--- config.mk ---
export PLATFORM = sky130hd
export DESIGN_NAME = fb_write_arbiter_flat
export DESIGN_NICKNAME = d
export VERILOG_FILES = /design/src/rtl/led_panel_pkg.sv /design/src/rtl/fb_write_arbiter_if.sv /design/src/rtl/rr_arb2.sv /design/src/rtl/fb_write_arbiter.sv /design/src/flat_wrapper.sv
export SDC_FILE = /design/constraint.sdc
export NUM_CORES = 1
export LEC_CHECK = 0
export ABC_AREA = 1
export BUFFER_PORTS_ARGS = -buffer_cell sky130_fd_sc_hd__buf_2
export CORE_MARGIN = 10
export CORE_UTILIZATION = 35
export DETAILED_ROUTE_END_ITERATION = 7
export PLACE_DENSITY = 0.6
export SETUP_SLACK_MARGIN = 0.3
export SYNTH_ARGS = -nofsm -noshare
export SYNTH_HDL_FRONTEND = slang
export SYNTH_SLANG_ARGS = --single-unit
--- constraint.sdc ---
create_clock -name clk -period 2.1 [get_ports clk]
set_clock_uncertainty 0.1 [all_clocks]
set_input_delay 0.315 -clock clk [delete_from_list [all_inputs] [get_ports clk]]
set_output_delay 0.315 -clock clk [all_outputs]
set_load 0.02 [all_outputs]
--- src/rtl/led_panel_pkg.sv ---
// led_panel_pkg: op/state encodings and frame-buffer size defaults shared by the write arbiter.
package led_panel_pkg;
  localparam int NUM_COLS_DEF = 16;
  localparam int COL_W_DEF = 8;
  typedef enum logic [1:0] {OP_SET = 2'b00, OP_CLR = 2'b01, OP_FILL = 2'b10, OP_CLEAR_ALL = 2'b11} op_t;
  typedef enum logic [1:0] {IDLE, WRITE, CLEAR} state_t;
endpackage

--- src/rtl/fb_write_arbiter_if.sv ---
// fb_write_arbiter_if: two requester command channels plus the masked frame-buffer write port.
// frame_hold exists only when FB_ARB_HOLD_EN is defined.
interface fb_write_arbiter_if #(parameter int COL_W = led_panel_pkg::COL_W_DEF);
  logic r0_valid, r0_ready, r1_valid, r1_ready;
  logic [1:0] r0_op, r1_op;
  logic [3:0] r0_col, r1_col;
  logic [2:0] r0_row, r1_row;
  logic fb_we;
  logic [3:0] fb_col;
  logic [COL_W-1:0] fb_wdata, fb_wmask;
  logic grant_id, busy;
`ifdef FB_ARB_HOLD_EN
  logic frame_hold;
  modport slave (input r0_valid, r0_op, r0_col, r0_row, r1_valid, r1_op, r1_col, r1_row, frame_hold,
                 output r0_ready, r1_ready, fb_we, fb_col, fb_wdata, fb_wmask, grant_id, busy);
  modport master (output r0_valid, r0_op, r0_col, r0_row, r1_valid, r1_op, r1_col, r1_row, frame_hold,
                  input r0_ready, r1_ready, fb_we, fb_col, fb_wdata, fb_wmask, grant_id, busy);
`else
  modport slave (input r0_valid, r0_op, r0_col, r0_row, r1_valid, r1_op, r1_col, r1_row,
                 output r0_ready, r1_ready, fb_we, fb_col, fb_wdata, fb_wmask, grant_id, busy);
  modport master (output r0_valid, r0_op, r0_col, r0_row, r1_valid, r1_op, r1_col, r1_row,
                  input r0_ready, r1_ready, fb_we, fb_col, fb_wdata, fb_wmask, grant_id, busy);
`endif
endinterface

--- src/rtl/rr_arb2.sv ---
// rr_arb2: two-way round-robin pick; on a tie the requester not granted last wins.
module rr_arb2 (
  input  logic [1:0] valid,
  input  logic       last_grant,
  output logic [1:0] grant
);
  assign grant[0] = valid[0] && (!valid[1] || last_grant);
  assign grant[1] = valid[1] && (!valid[0] || !last_grant);
endmodule

--- src/rtl/fb_write_arbiter.sv ---
// fb_write_arbiter: arbitrates two pixel-command requesters onto one masked frame-buffer write port.
// Optional FB_ARB_HOLD_EN adds frame_hold, which blocks new commands while in IDLE.
module fb_write_arbiter
  import led_panel_pkg::*;
#(
  parameter int NUM_COLS = NUM_COLS_DEF,
  parameter int COL_W = COL_W_DEF
) (
  input logic clk,
  input logic reset_n,
  fb_write_arbiter_if.slave bus
);
  state_t state, state_n;
  logic last_grant, last_grant_n, hold, sel, we_n, gid_n, hs;
  logic [1:0] gnt, op;
  logic [3:0] col, col_n;
  logic [2:0] row;
  logic [COL_W-1:0] bit_m, wdata_n, wmask_n;
`ifdef FB_ARB_HOLD_EN
  assign hold = bus.frame_hold;
`else
  assign hold = 1'b0;
`endif
  rr_arb2 u_arb (.valid({bus.r1_valid, bus.r0_valid}), .last_grant(last_grant), .grant(gnt));
  assign bus.r0_ready = reset_n && state == IDLE && !hold && gnt[0];
  assign bus.r1_ready = reset_n && state == IDLE && !hold && gnt[1];
  assign hs = bus.r0_ready || bus.r1_ready;
  assign sel = gnt[1];
  assign op = sel ? bus.r1_op : bus.r0_op;
  assign col = sel ? bus.r1_col : bus.r0_col;
  assign row = sel ? bus.r1_row : bus.r0_row;
  assign bit_m = COL_W'(1) << row;
  assign bus.busy = state != IDLE;
  always_comb begin
    state_n = IDLE;
    last_grant_n = last_grant;
    we_n = 1'b0;
    gid_n = bus.grant_id;
    col_n = bus.fb_col;
    wdata_n = bus.fb_wdata;
    wmask_n = bus.fb_wmask;
    if (state == IDLE && hs) begin
      last_grant_n = sel;
      gid_n = sel;
      we_n = 1'b1;
      state_n = op == OP_CLEAR_ALL ? CLEAR : WRITE;
      col_n = op == OP_CLEAR_ALL ? 4'd0 : col;
      wmask_n = op[1] ? '1 : bit_m;
      wdata_n = op == OP_SET ? bit_m : op == OP_FILL ? '1 : '0;
    end else if (state == CLEAR && bus.fb_col != 4'(NUM_COLS - 1)) begin
      state_n = CLEAR;
      we_n = 1'b1;
      col_n = bus.fb_col + 4'd1;
    end
  end
  always_ff @(posedge clk or negedge reset_n) begin
    if (!reset_n) begin
      state <= IDLE;
      last_grant <= 1'b1;
      bus.fb_we <= 1'b0;
      bus.fb_col <= '0;
      bus.fb_wdata <= '0;
      bus.fb_wmask <= '0;
      bus.grant_id <= 1'b0;
    end else begin
      state <= state_n;
      last_grant <= last_grant_n;
      bus.fb_we <= we_n;
      bus.fb_col <= col_n;
      bus.fb_wdata <= wdata_n;
      bus.fb_wmask <= wmask_n;
      bus.grant_id <= gid_n;
    end
  end
endmodule
--- src/flat_wrapper.sv ---
// flat-port wrapper written by rule: the top's interface ports become plain ports
module fb_write_arbiter_flat import led_panel_pkg::*;
#(
  parameter int NUM_COLS = NUM_COLS_DEF,
  parameter int COL_W = COL_W_DEF
)
  (clk, reset_n, bus_r0_valid, bus_r0_op, bus_r0_col, bus_r0_row, bus_r1_valid, bus_r1_op, bus_r1_col, bus_r1_row, bus_r0_ready, bus_r1_ready, bus_fb_we, bus_fb_col, bus_fb_wdata, bus_fb_wmask, bus_grant_id, bus_busy);
  fb_write_arbiter_if #(.COL_W(COL_W)) bus_i ();
  input logic clk;
  input logic reset_n;
  input wire logic [$bits(bus_i.r0_valid)-1:0] bus_r0_valid;
  input wire logic [$bits(bus_i.r0_op)-1:0] bus_r0_op;
  input wire logic [$bits(bus_i.r0_col)-1:0] bus_r0_col;
  input wire logic [$bits(bus_i.r0_row)-1:0] bus_r0_row;
  input wire logic [$bits(bus_i.r1_valid)-1:0] bus_r1_valid;
  input wire logic [$bits(bus_i.r1_op)-1:0] bus_r1_op;
  input wire logic [$bits(bus_i.r1_col)-1:0] bus_r1_col;
  input wire logic [$bits(bus_i.r1_row)-1:0] bus_r1_row;
  output wire logic [$bits(bus_i.r0_ready)-1:0] bus_r0_ready;
  output wire logic [$bits(bus_i.r1_ready)-1:0] bus_r1_ready;
  output wire logic [$bits(bus_i.fb_we)-1:0] bus_fb_we;
  output wire logic [$bits(bus_i.fb_col)-1:0] bus_fb_col;
  output wire logic [$bits(bus_i.fb_wdata)-1:0] bus_fb_wdata;
  output wire logic [$bits(bus_i.fb_wmask)-1:0] bus_fb_wmask;
  output wire logic [$bits(bus_i.grant_id)-1:0] bus_grant_id;
  output wire logic [$bits(bus_i.busy)-1:0] bus_busy;
  assign bus_i.r0_valid = bus_r0_valid;
  assign bus_i.r0_op = bus_r0_op;
  assign bus_i.r0_col = bus_r0_col;
  assign bus_i.r0_row = bus_r0_row;
  assign bus_i.r1_valid = bus_r1_valid;
  assign bus_i.r1_op = bus_r1_op;
  assign bus_i.r1_col = bus_r1_col;
  assign bus_i.r1_row = bus_r1_row;
  assign bus_r0_ready = bus_i.r0_ready;
  assign bus_r1_ready = bus_i.r1_ready;
  assign bus_fb_we = bus_i.fb_we;
  assign bus_fb_col = bus_i.fb_col;
  assign bus_fb_wdata = bus_i.fb_wdata;
  assign bus_fb_wmask = bus_i.fb_wmask;
  assign bus_grant_id = bus_i.grant_id;
  assign bus_busy = bus_i.busy;
  fb_write_arbiter #(.NUM_COLS(NUM_COLS), .COL_W(COL_W)) u_core (.clk(clk), .reset_n(reset_n), .bus(bus_i));
endmodule
==> flow_metrics.env, run 1 <==
export IMPL_path_max_fanout=2
export IMPL_antenna_left=0
export IMPL_start_util=0.3713
export IMPL_first_global_vias=1313
export IMPL_num_rows=22
export IMPL_ios=47
export IMPL_insertedDiodeCount=0
export IMPL_synth_area_leader_cell="dfrtp_1"
export IMPL_grt_max_degree=26
export IMPL_reg2reg_slack_ns=0.47
export IMPL_dp_cells=279
export IMPL_cts_sinks=25
export IMPL_ir_drop_uv=507.8
export IMPL_cts_buffers=3
export IMPL_hold_viol_final=0
export IMPL_tritoncts="built"
export IMPL_setup_tns_ns=0
export IMPL_cp_end_kind="primary output"
export IMPL_drc=0
export IMPL_synth_avg_cell_area_um2=7.355
export IMPL_period_minus_slack_ns=1.719
export IMPL_drive_gt1_frac=0.2700
export IMPL_status="finished, final reports clean"
export IMPL_yosys_warnings=0
export IMPL_area_growth_pct=24.93
export IMPL_synth_most_common_cell="nand2_1"
export IMPL_antenna_found_initial=0
export IMPL_cp_arrival_ns=1.30
export IMPL_synthesis_area_um2=1390
export IMPL_min_to="u_core.bus.fb_col[2]"
export IMPL_port_buffers=46
export IMPL_powerDensity_nw_per_um2=1331
export IMPL_yosys_top_cells_count="nand2_1 (82), nand3_1 (34), dfrtp_1 (24), inv_1 (14), nor2_1 (6)"
export IMPL_syn_num_nets=212
export IMPL_overflow=0
export IMPL_drt_wl_total_um=3552
export IMPL_required_ns=1.68
export IMPL_firstDrtPassIters=4
export IMPL_min_period_over_period=0.8188
export IMPL_dp_hpwl_um=2802
export IMPL_cts_htree_levels=1
export IMPL_total_leakage_power_nw=1.015
export IMPL_coreArea_um2=3744
export IMPL_cts_root_buf="clkbuf_8"
export IMPL_async_flop_share=1.000
export IMPL_max_clock_freq_ghz=0.5816
export IMPL_synth_top_cells_by_area="dfrtp_1 (43%), nand2_1 (22%), nand3_1 (12%), inv_1 (3.8%), buf_6 (2.4%)"
export IMPL_hp_start="bus_r0_col[2]"
export IMPL_via_per_inst=4.621
export IMPL_syn_inst=189
export IMPL_fp_dieH_um=83.02
export IMPL_slew_headroom=0.7912
export IMPL_rsz0062_at_grt="true"
export IMPL_layoutNonFillerInstCount=285
export IMPL_synth_seq_area_share=0.4509
export IMPL_gp_congestion=0.8593
export IMPL_r2r_start="u_core.last_grant"
export IMPL_finalPower_mw=2.312
export IMPL_maxCapViolations=0
export IMPL_nets=261
export IMPL_final_setup_viol_count=0
export IMPL_synth_ff_latch_count=25
export IMPL_clk_pin_slew_ns=0.08
export IMPL_clock_latency_ns=0.27
export IMPL_wire_per_inst_um=12.46
export IMPL_r2r_end="u_core.bus.fb_col[3]"
export IMPL_yosys_area_top_type_share=0.4320
export IMPL_synth_edf_count=0
export IMPL_whs_ns=0.3056
export IMPL_start_kind="flop"
export IMPL_final_util=0.4639
export IMPL_die_x_um=83.02
export IMPL_clock_path_buffers=2
export IMPL_drv_slew=0
export IMPL_synth_ff_type="dfrtp_1"
export IMPL_gr_usage_all_layers=0.1051
export IMPL_hp_class="input port to flop"
export IMPL_ys_types=20
export IMPL_worstMarginPinSlew_ns=0.3132
export IMPL_crit_type="flop to primary output"
export IMPL_drt_iter0_markers=128
export IMPL_num_vias=1317
export IMPL_grt_pass1_wl_um=6244
export IMPL_die_area_um2=6892
export IMPL_holdPathStages=5
export IMPL_r2r_cells=7
## cell families (layout without fill, tap and decap cells)
group	count (synthesis)	after routing	synth area share
fa+ha+maj	1	1	0.008999
simple gates	132	132	0.4230
buf+inv	21	69	0.07830
compound gates	10	10	0.03870
flops	25	25	0.4510
## timing repair
item	CTS	global route
hold buffers	1	0
endpoints found under the setup margin	2	4
gates resized for setup	2	4
endpoints found under the hold margin	24	0
setup buffers	1	0
pin swaps	1	2
## critical path, cell delays in order, from the launching register on
cell,delay [ns]
dfstp_2,0.54
inv_1,0.04
nand2_1,0.05
nand2_1,0.11
nor2_4,0.13
buf_2,0.17
## state kept, by name (all words and copies together), names as in the netlist
name / count
u_core.last_grant: 1
u_core.bus.fb_we: 1
u_core.bus.fb_col: 4
u_core.state: 2
u_core.bus.fb_wmask: 8
u_core.bus.grant_id: 1
u_core.bus.fb_wdata: 8
## metrics by stage
| step | worst slack [ns] | area [um2] |
|---|---|---|
| after floorplan | 0.6418 | 1390 |
| after global placement | 0.3974 | 1647 |
| after detailed placement | 0.3673 | 1647 |
| after CTS | 0.3105 | 1720 |
| after global routing | 0.2984 | 1737 |
| final | 0.3805 | 1737 |
## routing by layer
metal  vias up  part of all wire  global-route usage
met3         5             0.054             0.02051
met2        39              0.43              0.1641
li1        699                 -                   -
met4         0             0.015             0.04615
met5         -                 0                   0
met1       574              0.50              0.1359
## area by class of cell
type	count	area, um2
inverters	14	52.55
flip-flops and latches	25	626.9
well taps	48	60.06
fillers	418	2007
clock inverters	1	7.507
clock buffers	3	41.29
repair buffers	51	276.5
multi-input cells	143	671.9
## placed cells by master, fill, tap and decap left out
cell type      count
dfrtp_1           24
o21ai_0            3
a21oi_2            1
nand4_1            2
clkinvlp_4         1
clkbuf_8           3
o21ai_1            1
nor2_4             3
buf_6              1
nand2_1           82
ha_1               1
dlygate4sd3_1      1
buf_2             45
dfstp_2            1
or2_2              1
nand3b_1           1
inv_1             14
nand2_2            1
buf_4              4
nand2_4            2
a21oi_1            5
nor2_1             5
nor2_8             1
nand3_1           34
## where the power goes
group | internal (mW) | leakage [nW] | switching (mW) | total [mW]
Sequential | 0.698 | 0.315 | 0.145 | 0.844
Combinational | 0.404 | 0.679 | 0.778 | 1.18
Clock | 0.135 | 0.0217 | 0.152 | 0.287
## how the worst max path moves through the flow
| stage | start | end | slack, ns | cells after the start |
|---|---|---|---|---|
| final | u_core.last_grant | bus_r0_ready | 0.38 | 5 |
| after global routing | u_core.last_grant | u_core.bus.fb_col[1] | 0.30 | 7 |
| after CTS | u_core.state[1] | bus_r1_ready | 0.31 | 4 |
| after detailed placement | u_core.last_grant | u_core.bus.fb_col[3] | 0.37 | 7 |
| after global placement | u_core.last_grant | u_core.bus.fb_col[0] | 0.40 | 7 |
| after floorplan | u_core.last_grant | u_core.bus.fb_col[3] | 0.64 | 8 |
(Power assumes the default switching activity.)
==> run 2: changes to the inputs <==
PLACE_DENSITY = 0.62   (was 0.6)
clock period = 1.4 ns   (was 2.1 ns; I/O delays follow)
==> run 2 against run 1 <==
Effect of this change: the run now ends with negative setup slack left; largest cell class unchanged; critical endpoint is now bus_r1_ready; final cell count increased by 12%; sequential power increased by 55%; largest power group unchanged; first-iteration DRC count shrank 24%; clock power rose by 52%; count of clock-buffer cells in the layout did not move.
==> flow_metrics.env, run 2 (synthesis results as in run 1) <==
export IMPL_status="finished, violations left"
export IMPL_violations="negative setup slack"
export IMPL_clock_latency_ns=0.27
export IMPL_port_buffers=46
export IMPL_layout_common_cells="nand2_1 (51), buf_6 (31), nand2_2 (29)"
export IMPL_grt_max_degree=26
export IMPL_nets=295
export IMPL_cts_buffers=3
export IMPL_dp_cells=288
export IMPL_cts_sinks=25
export IMPL_drv_slew=0
export IMPL_grt_pass1_wl_um=7003
export IMPL_firstDrtPassIters=4
export IMPL_start_util=0.3713
export IMPL_die_x_um=83.02
export IMPL_powerDensity_nw_per_um2=2030
export IMPL_hold_viol_final=0
export IMPL_clk_pin_slew_ns=0.09
export IMPL_fin_ws_ns=-0.2207
export IMPL_slowest_stage="dfrtp_1"
export IMPL_crit_type="flop to primary output"
export IMPL_gp_congestion=0.8148
export IMPL_top_regs="u_core.bus.fb_wdata: 8 flops, u_core.bus.fb_wmask: 8 flops, u_core.bus.fb_col: 4 flops"
export IMPL_area_growth_pct=75.07
export IMPL_final_setup_viol_count=26
export IMPL_final_util=0.6501
export IMPL_antenna_found_initial=0
export IMPL_cp_arrival_ns=1.31
export IMPL_num_vias=1491
export IMPL_layoutNonFillerInstCount=319
export IMPL_required_ns=1.09
export IMPL_stdcell_area_um2=2434
export IMPL_finalPower_mw=4.941
export IMPL_worstMarginPinSlew_ns=0.3219
export IMPL_die_area_um2=6892
export IMPL_setup_tns_ns=-3.382
export IMPL_maxCapViolations=0
export IMPL_drt_iter0_markers=97
export IMPL_gr_usage_all_layers=0.1151
export IMPL_drive_gt1_frac=0.5572
export IMPL_slew_headroom=0.7854
export IMPL_total_leakage_power_nw=1.274
export IMPL_max_clock_freq_ghz=0.6170
export IMPL_first_global_vias=1527
export IMPL_fp_dieH_um=83.02
export IMPL_critical_path_max_stage_delay_ns=0.42
export IMPL_start_kind="flop"
export IMPL_dp_hpwl_um=2846
export IMPL_rsz0062_at_grt="true"
export IMPL_ios=47
export IMPL_placed_cell_area_um2=1760
export IMPL_wire_per_inst_um=13.36
export IMPL_path_common_cell="nor2_4"
export IMPL_cts_root_buf="clkbuf_8"
export IMPL_path_cells="nor2_4 -> nand2_4 -> nor2_4 -> buf_6"
export IMPL_cp_end_kind="primary output"
export IMPL_drc=0
export IMPL_period_minus_slack_ns=1.621
export IMPL_ir_drop_uv=966.8
export IMPL_via_per_inst=4.674
export IMPL_whs_ns=0.1980
export IMPL_min_period_over_period=1.158
export IMPL_antenna_left=0
export IMPL_overflow=0
export IMPL_coreArea_um2=3744
export IMPL_layout_commonest_cell="nand2_1"
export IMPL_dpl_worst_slack_ns=-0.1080
export IMPL_tritoncts="built"
export IMPL_clock_path_buffers=2
export IMPL_drt_wl_total_um=4261
export IMPL_path_max_fanout=3
export IMPL_num_rows=22
export IMPL_insertedDiodeCount=0
export IMPL_cts_htree_levels=1
export IMPL_hp_class="input port to flop"
run 2: cell count changes in the layout (fill, tap and decap cells not counted), sizes merged:
cell / previous run / this run
buf: 50 / 81
clkbuf: 3 / 5
nand2: 85 / 86
run 2: worst paths after layout:
| path | cells after the start | startpoint | end | slack (ns) |
|---|---|---|---|---|
| setup reg to reg | 9 | u_core.last_grant | u_core.bus.fb_wmask[2] | -0.14 |
| hold / removal | 5 | bus_r0_col[1] | u_core.bus.fb_col[1] | 0.20 |
| hold reg to reg | 2 | u_core.bus.fb_wmask[4] | u_core.bus.fb_wmask[4] | 0.41 |
| min in group asynchronous | 3 | reset_n | u_core.bus.grant_id | 0.43 |
| setup / recovery | 4 | u_core.state[1] | bus_r1_ready | -0.22 |
| max in group asynchronous | 3 | reset_n | u_core.last_grant | 0.48 |
run 2: cell type report:
class / instances / area, um2
clock buffers: 3 / 41.29
clock inverters: 1 / 7.507
fillers: 316 / 1310
inverters: 14 / 55.05
multi-input cells: 144 / 850.8
flip-flops and latches: 25 / 629.4
well taps: 48 / 60.06
repair buffers: 84 / 789.5
run 2: metal layers:
| metal | GRT usage | vias to the layer above | wire (um) |
|---|---|---|---|
| met3 | 0.02051 | 4 | 195 |
| met5 | 0 | - | 0 |
| met4 | 0.04000 | 0 | 68 |
| met1 | 0.1432 | 680 | 1915 |
| li1 | - | 768 | - |
| met2 | 0.1927 | 39 | 2082 |
run 2: worst max-delay path: cells and delay by family, from the launching register on:
| family | cells | cell delay [ns] |
|---|---|---|
| buffers and inverters | 1 | 0.15 |
| flip-flops | 1 | 0.42 |
| AND/OR/NAND/NOR | 3 | 0.47 |
run 2: power by group:
part,internal [mW],switching (mW),total [mW]
Combinational,1.64,1.56,3.20
Sequential,1.06,0.254,1.31
Clock,0.201,0.234,0.435
Total,2.89,2.05,4.94
run 2: timing repair:
item	4_1_cts	5_1_grt
endpoints found under the hold margin	24	0
resized for setup	59	53
cloned	1	3
hold buffers	1	0
endpoints found under the setup margin	49	50
setup buffers	16	6
pin swaps	4	12
